===== src/rtl/lsu_mem_ctrl.sv =====
// lsu_mem_ctrl: M-stage load/store unit for the RV32I pipeline.
//
// Issues one valid/ready bus transaction per good load or store sitting in M.
// It handles byte/halfword lane steering, load sign/zero extension and a
// memory-side stall request to the hazard unit.
//
// Ports:
//   i_clk, i_reset          clock, asynchronous active-low reset
//   instr_M, valid_M        M-stage instruction and slot-valid
//   alu_data_M, rs2_data_M  effective byte address, store data
//   StallM, FlushM          hazard unit hold / kill of the M stage
//   mem_stall               stall request while a good access is incomplete
//   ld_data_M, ld_valid_M   registered load result and its qualifier
//   misalign_M              misaligned address or illegal funct3
//   bus_err_M               bus timeout (LSU_TIMEOUT_EN builds only)
//   bus_req/we/addr/wdata/bmask, bus_gnt, bus_rvalid, bus_rdata: memory bus
//
// Optional feature: define LSU_TIMEOUT_EN to add the REQ/WAIT timeout counter.
// Without it, bus_err_M is tied low and the unit waits indefinitely.
module lsu_mem_ctrl #(
  parameter int unsigned TIMEOUT_CYCLES = 255
) (
  input  logic        i_clk,
  input  logic        i_reset,
  input  logic [31:0] instr_M,
  input  logic        valid_M,
  input  logic [31:0] alu_data_M,
  input  logic [31:0] rs2_data_M,
  input  logic        StallM,
  input  logic        FlushM,
  output logic        mem_stall,
  output logic [31:0] ld_data_M,
  output logic        ld_valid_M,
  output logic        misalign_M,
  output logic        bus_err_M,
  output logic        bus_req,
  output logic        bus_we,
  output logic [31:0] bus_addr,
  output logic [31:0] bus_wdata,
  output logic [3:0]  bus_bmask,
  input  logic        bus_gnt,
  input  logic        bus_rvalid,
  input  logic [31:0] bus_rdata
);

  localparam logic [6:0] OpLoad  = 7'b0000011;
  localparam logic [6:0] OpStore = 7'b0100011;

  typedef enum logic [1:0] {StIdle, StReq, StWait, StDone} state_e;

  state_e      state_q, state_d;
  logic        kill_q, kill_d;
  logic        req_q, req_d;
  logic        we_q, we_d;
  logic [31:0] addr_q, addr_d;
  logic [31:0] wdata_q, wdata_d;
  logic [3:0]  bmask_q, bmask_d;
  logic [1:0]  lo_q, lo_d;
  logic [2:0]  f3_q, f3_d;
  logic [31:0] ld_data_q, ld_data_d;
  logic        err_q, err_d;

  // Decode
  logic [6:0]  opcode;
  logic [2:0]  funct3;
  logic        is_load, is_store, access, illegal_f3, misaligned, bad_access, good_access;
  logic        kill_now, timeout;

  assign opcode      = instr_M[6:0];
  assign funct3      = instr_M[14:12];
  assign is_load     = (opcode == OpLoad);
  assign is_store    = (opcode == OpStore);
  assign access      = valid_M & (is_load | is_store) & ~FlushM;
  assign illegal_f3  = (funct3 == 3'b011) | (funct3 == 3'b110) | (funct3 == 3'b111);
  assign misaligned  = ((funct3[1:0] == 2'b10) & (alu_data_M[1:0] != 2'b00)) |
                       ((funct3[1:0] == 2'b01) & alu_data_M[0]);
  assign bad_access  = access & (illegal_f3 | misaligned);
  assign good_access = access & ~(illegal_f3 | misaligned);
  // A flush seen now or earlier in this transaction drops its result.
  assign kill_now    = kill_q | FlushM;

  logic unused_instr;
  assign unused_instr = ^{instr_M[31:15], instr_M[11:7]};

  // Store lane steering
  logic [3:0]  st_bmask;
  logic [31:0] st_wdata;

  always_comb begin
    st_bmask = 4'b1111;
    st_wdata = rs2_data_M;
    case (funct3[1:0])
      2'b00: begin
        st_bmask = 4'b0001 << alu_data_M[1:0];
        st_wdata = {4{rs2_data_M[7:0]}};
      end
      2'b01: begin
        st_bmask = 4'b0011 << {alu_data_M[1], 1'b0};
        st_wdata = {2{rs2_data_M[15:0]}};
      end
      default: ;
    endcase
  end

  // Load lane select and extension
  logic [7:0]  ld_byte;
  logic [15:0] ld_half;
  logic [31:0] ld_ext;

  assign ld_byte = bus_rdata[{lo_q, 3'b000} +: 8];
  assign ld_half = bus_rdata[{lo_q[1], 4'b0000} +: 16];

  always_comb begin
    ld_ext = bus_rdata;
    case (f3_q)
      3'b000:  ld_ext = {{24{ld_byte[7]}}, ld_byte};
      3'b001:  ld_ext = {{16{ld_half[15]}}, ld_half};
      3'b100:  ld_ext = {24'd0, ld_byte};
      3'b101:  ld_ext = {16'd0, ld_half};
      default: ld_ext = bus_rdata;
    endcase
  end

  // Optional timeout counter
`ifdef LSU_TIMEOUT_EN
  localparam int unsigned CntW = ($clog2(TIMEOUT_CYCLES + 2) > 8) ?
                                 $clog2(TIMEOUT_CYCLES + 2) : 8;

  logic [CntW-1:0] cnt_q, cnt_d, cnt_inc;
  logic            busy;

  assign busy    = (state_q == StReq) | (state_q == StWait);
  assign cnt_inc = cnt_q + CntW'(1);
  // >= covers a grant on the last REQ cycle followed by a silent WAIT.
  assign timeout = busy & (32'(cnt_inc) >= TIMEOUT_CYCLES);

  always_comb begin
    cnt_d = cnt_q;
    if (state_q == StIdle) begin
      cnt_d = '0;
    end else if (busy) begin
      cnt_d = cnt_inc;
    end
  end

  always_ff @(posedge i_clk or negedge i_reset) begin
    if (!i_reset) begin
      cnt_q <= '0;
    end else begin
      cnt_q <= cnt_d;
    end
  end
`else
  logic unused_timeout;
  assign unused_timeout = (TIMEOUT_CYCLES == 0);
  assign timeout        = 1'b0;
`endif

  // Next-state
  always_comb begin
    state_d   = state_q;
    kill_d    = kill_q;
    req_d     = req_q;
    we_d      = we_q;
    addr_d    = addr_q;
    wdata_d   = wdata_q;
    bmask_d   = bmask_q;
    lo_d      = lo_q;
    f3_d      = f3_q;
    ld_data_d = ld_data_q;
    err_d     = err_q;

    unique case (state_q)
      StIdle: begin
        kill_d = 1'b0;
        err_d  = 1'b0;
        if (good_access) begin
          req_d   = 1'b1;
          we_d    = is_store;
          addr_d  = {alu_data_M[31:2], 2'b00};
          wdata_d = is_store ? st_wdata : 32'd0;
          bmask_d = st_bmask;
          lo_d    = alu_data_M[1:0];
          f3_d    = funct3;
          state_d = StReq;
        end
      end
      StReq: begin
        kill_d = kill_now;
        if (bus_gnt) begin
          req_d = 1'b0;
          if (we_q) begin
            state_d = kill_now ? StIdle : StDone;
          end else begin
            state_d = StWait;
          end
        end else if (timeout) begin
          req_d = 1'b0;
          if (kill_now) begin
            state_d = StIdle;
          end else begin
            state_d   = StDone;
            err_d     = 1'b1;
            ld_data_d = 32'd0;
          end
        end
      end
      StWait: begin
        kill_d = kill_now;
        if (bus_rvalid) begin
          if (kill_now) begin
            state_d = StIdle;
          end else begin
            state_d   = StDone;
            ld_data_d = ld_ext;
          end
        end else if (timeout) begin
          if (kill_now) begin
            state_d = StIdle;
          end else begin
            state_d   = StDone;
            err_d     = 1'b1;
            ld_data_d = 32'd0;
          end
        end
      end
      StDone: begin
        if (!StallM) begin
          state_d = StIdle;
          err_d   = 1'b0;
        end
      end
      default: state_d = StIdle;
    endcase
  end

  always_ff @(posedge i_clk or negedge i_reset) begin
    if (!i_reset) begin
      state_q   <= StIdle;
      kill_q    <= 1'b0;
      req_q     <= 1'b0;
      we_q      <= 1'b0;
      addr_q    <= 32'd0;
      wdata_q   <= 32'd0;
      bmask_q   <= 4'd0;
      lo_q      <= 2'd0;
      f3_q      <= 3'd0;
      ld_data_q <= 32'd0;
      err_q     <= 1'b0;
    end else begin
      state_q   <= state_d;
      kill_q    <= kill_d;
      req_q     <= req_d;
      we_q      <= we_d;
      addr_q    <= addr_d;
      wdata_q   <= wdata_d;
      bmask_q   <= bmask_d;
      lo_q      <= lo_d;
      f3_q      <= f3_d;
      ld_data_q <= ld_data_d;
      err_q     <= err_d;
    end
  end

  // Outputs; the combinational ones are forced low while reset is held.
  assign mem_stall  = i_reset & good_access & (state_q != StDone);
  assign misalign_M = i_reset & bad_access;
  assign ld_data_M  = misalign_M ? 32'd0 : ld_data_q;
  assign ld_valid_M = (state_q == StDone) & ~we_q & ~err_q;
`ifdef LSU_TIMEOUT_EN
  assign bus_err_M  = err_q;
`else
  assign bus_err_M  = 1'b0;
`endif
  assign bus_req    = req_q;
  assign bus_we     = we_q;
  assign bus_addr   = addr_q;
  assign bus_wdata  = wdata_q;
  assign bus_bmask  = bmask_q;

endmodule


===== config.mk =====
export PLATFORM = sky130hd
export DESIGN_NAME = lsu_mem_ctrl
export DESIGN_NICKNAME = d
export VERILOG_FILES = /design/src/rtl/lsu_mem_ctrl.sv
export SDC_FILE = /design/constraint.sdc
export NUM_CORES = 1
export LEC_CHECK = 0
export CAP_MARGIN = 20
export CORE_MARGIN = 2
export CORE_UTILIZATION = 35
export CTS_BUF_LIST = sky130_fd_sc_hd__clkbuf_4
export DETAILED_ROUTE_END_ITERATION = 8
export GPL_TIMING_DRIVEN = 0
export PLACE_DENSITY = 0.65
export SLEW_MARGIN = 5
export SYNTH_ARGS = -nofsm -noshare
export SYNTH_HDL_FRONTEND = slang
export SYNTH_SLANG_ARGS = --single-unit

===== constraint.sdc =====
create_clock -name i_clk -period 2.5 [get_ports i_clk]
set_clock_uncertainty 0.05 [all_clocks]
set_input_delay 0.25 -clock i_clk [delete_from_list [all_inputs] [get_ports i_clk]]
set_output_delay 0.25 -clock i_clk [all_outputs]
set_load 0.1 [all_outputs]

==> results.cfg <==
[synth]
synthAdderAreaFrac = 0.0112
syn_avg_cell_area_sq_um = 9.86
synth_top_cell_by_area = dfrtp_1
synth_top_family_by_area = simple AND/OR/NAND/NOR gates
synth_commonest_cells = 115 x nand2_1, 108 x dfrtp_1, 40 x a21oi_1
synth_ff_type = dfrtp_1
synthSimpleGateAreaFrac = 0.178
synthCells = 569
synthesis.area_sq_mm = 0.00561
synth_compound_area_frac = 0.139
synth_edf_count = 0
seq_area_frac_synth = 0.482
synthTopCellsByArea = dfrtp_1 48%, mux2_4 8.0%, nand2_1 7.7%
synth_mux_area_frac = 0.146
synthXorXnorAreaFrac = 0
synth_seq_cells = 108
synth_top_area_share = 0.482
yosys_warnings = 0
synth_cell_types = 44
synth-async-reset-ratio = 1.00
synth.most_common_cell = nand2_1

[setup_path]
path_cells = clkdlybuf4s50_1, nor4b_4, nand2_1, nor4b_4, buf_6, buf_4, buf_4
end_kind = primary output
worst_ep_required_time_ns = 2.20
cp_data_arrival_time_ns = 2.16
start_kind = input port
slowest_delay_ns = 0.46
cp_max_fo = 10
crit_path_top_delay_cell = clkdlybuf4s50_1
critical_path_class = in2out

[clocking]
htree_levels = 3
cts_root_buffer = clkbuf_4
cts_sinks = 108
cts_tree = yes
ctsLongestPathBuffers = 2
insertion_delay_ns = 0.48
clk_pin_slew_ns = 0.16
cts_made_buffers = 9

[global_routing]
grtUsageTotal = 0.211
grt_max_degree = 68
grt_pass1_vias = 5266
antenna_found_initial = 0
overflow = 0
grt_pass1_wl_um = 27600

[timing]
fin_crit_sh = 0.984
tns_ns = 0
slew_headroom = 0.314
setup_viol = 0
hold_viol = 0
setup_slack_ns = 0.0404
timing.fmax_mhz = 407
hold_slack_ns = 0.299
worstMarginPinSlew_ns = 1.03
slew_viol_final = 0
period_needed_ns = 2.46

[pwr]
peakVddDrop_mv = 0.701
pwr-share-comb = 0.558
power_mw = 7.23
power_frac_clock = 0.129
intPower_mw = 3.43
swShare = 0.525
power_density_mw_per_mm2 = 863
leakagePower_nw = 3.74
switching_power_mw = 3.80
seq_power_share = 0.313

[routing]
drt_first_pass_iters = 5
wirelength_um = 18000
wl_per_cell_um = 17.5
first_iter_violations = 240
routed_via_density = 4.93
drcViolationCount = 0
vias = 5071
ant_nets = 0

[floorplan]
die_y_um = 131
dieArea_sq_mm = 0.0171
num_rows = 46
io_pins = 241
core_sq_mm = 0.0158
die_w_um = 131
start_util = 0.356

[layout]
final_area_sq_mm = 0.00837
fillers = 1475
layout-drive-gt1-share = 0.189
num_antenna_cells = 0
layout.nets = 948
finish.utilization = 0.531
syn_to_final_growth_pct = 49.3
layout.cells.non_filler = 1029

[job]
cap_violations = 0

[status]
status = finished, final reports clean

[placement]
hpwl_um = 13600
gp_congestion = 0.908
pre_cts_slack_ns = -1.33
dp.cells = 1002
place_area_sq_mm = 0.00812
portBuffers = 214

[worst_hold_path]
hp-class = in2reg
## routing by layer
| layer | track usage | vias to the layer above | share of wire |
|---|---|---|---|
| met3 | 0.0599 | 26 | 0.093 |
| met5 | 0 | - | 0 |
| met1 | 0.266 | 2429 | 0.42 |
| met4 | 0.0826 | 0 | 0.020 |
| met2 | 0.343 | 208 | 0.47 |
| li1 | - | 2408 | - |
## cells by family after synthesis
group / count (synthesis)
flip-flops: 108
AND/OR/NAND/NOR: 209
adder cells (fa/ha/maj): 5
AO/OA/AOI/OAI: 133
other: 1
buffers and inverters: 50
multiplexers: 63
## placed cells by master, fill, tap and decap left out, types with 17 or more instances in the layout
cell type        instances
a21oi_1                 39
dfrtp_1                108
clkbuf_1                23
nor2_1                  35
mux2_2                  17
mux2_4                  30
nor2b_1                 17
buf_4                   37
nand2_1                115
o21ai_1                 28
o21ai_0                 32
clkdlybuf4s50_1        177
nor2b_2                 21
## power groups by stage
stage | Sequential, mW | Combinational, mW | Clock, mW
5_1_grt | 2.31 | 4.21 | 1.03
6_report | 2.27 | 4.03 | 0.932
3_3_place_gp | 2.29 | 4.07 | 0
2_1_floorplan | 2.53 | 2.81 | 0
4_1_cts | 2.26 | 4.05 | 0.957
3_5_place_dp | 2.29 | 4.11 | 0
## timing repair
item	in CTS	in global routing
buffers inserted	2	1
setup endpoints to repair	36	33
hold buffers	8	0
hold endpoints to repair	43	0
gates resized for setup	208	5
pin swaps	1	1
## sequential cells by signal, summed over array words and instances, names as in the netlist, 2 cells and up
register,count
bus_addr,30
bus_bmask,4
bus_wdata,32
state_q,2
f3_q,3
lo_q,2
ld_data_q,32
## path summary, 6_finish.rpt
check,start,end,slack (ns),cells past startpoint
setup / recovery,instr_M[6],misalign_M,0.04,7
hold / removal,alu_data_M[28],bus_addr[28],0.30,2
setup reg to reg,state_q[0],ld_data_q[24],0.38,8
hold reg to reg,bus_wdata[5],bus_wdata[5],0.45,2
max in group asynchronous,i_reset,bus_addr[16],1.48,6
min in group asynchronous,i_reset,ld_data_q[9],0.54,6
## cell type report
class / instances / area, sq um / area share
clock inverters: 6 / 62.6 / 0.00747
plain buffers: 43 / 233 / 0.0278
flip-flops and latches: 108 / 2700 / 0.323
multi-input cells: 413 / 2750 / 0.328
well taps: 216 / 270 / 0.0323
clock buffers: 10 / 75.1 / 0.00897
inverters: 7 / 26.3 / 0.00314
repair buffers: 226 / 2250 / 0.269
## worst max-delay path: cells and delay by family
family	cells	cell delay (ns)
buffers and inverters	4	1.12
and+or+nand+nor	3	0.78
Note: power is estimated with default switching activity, not from simulation.
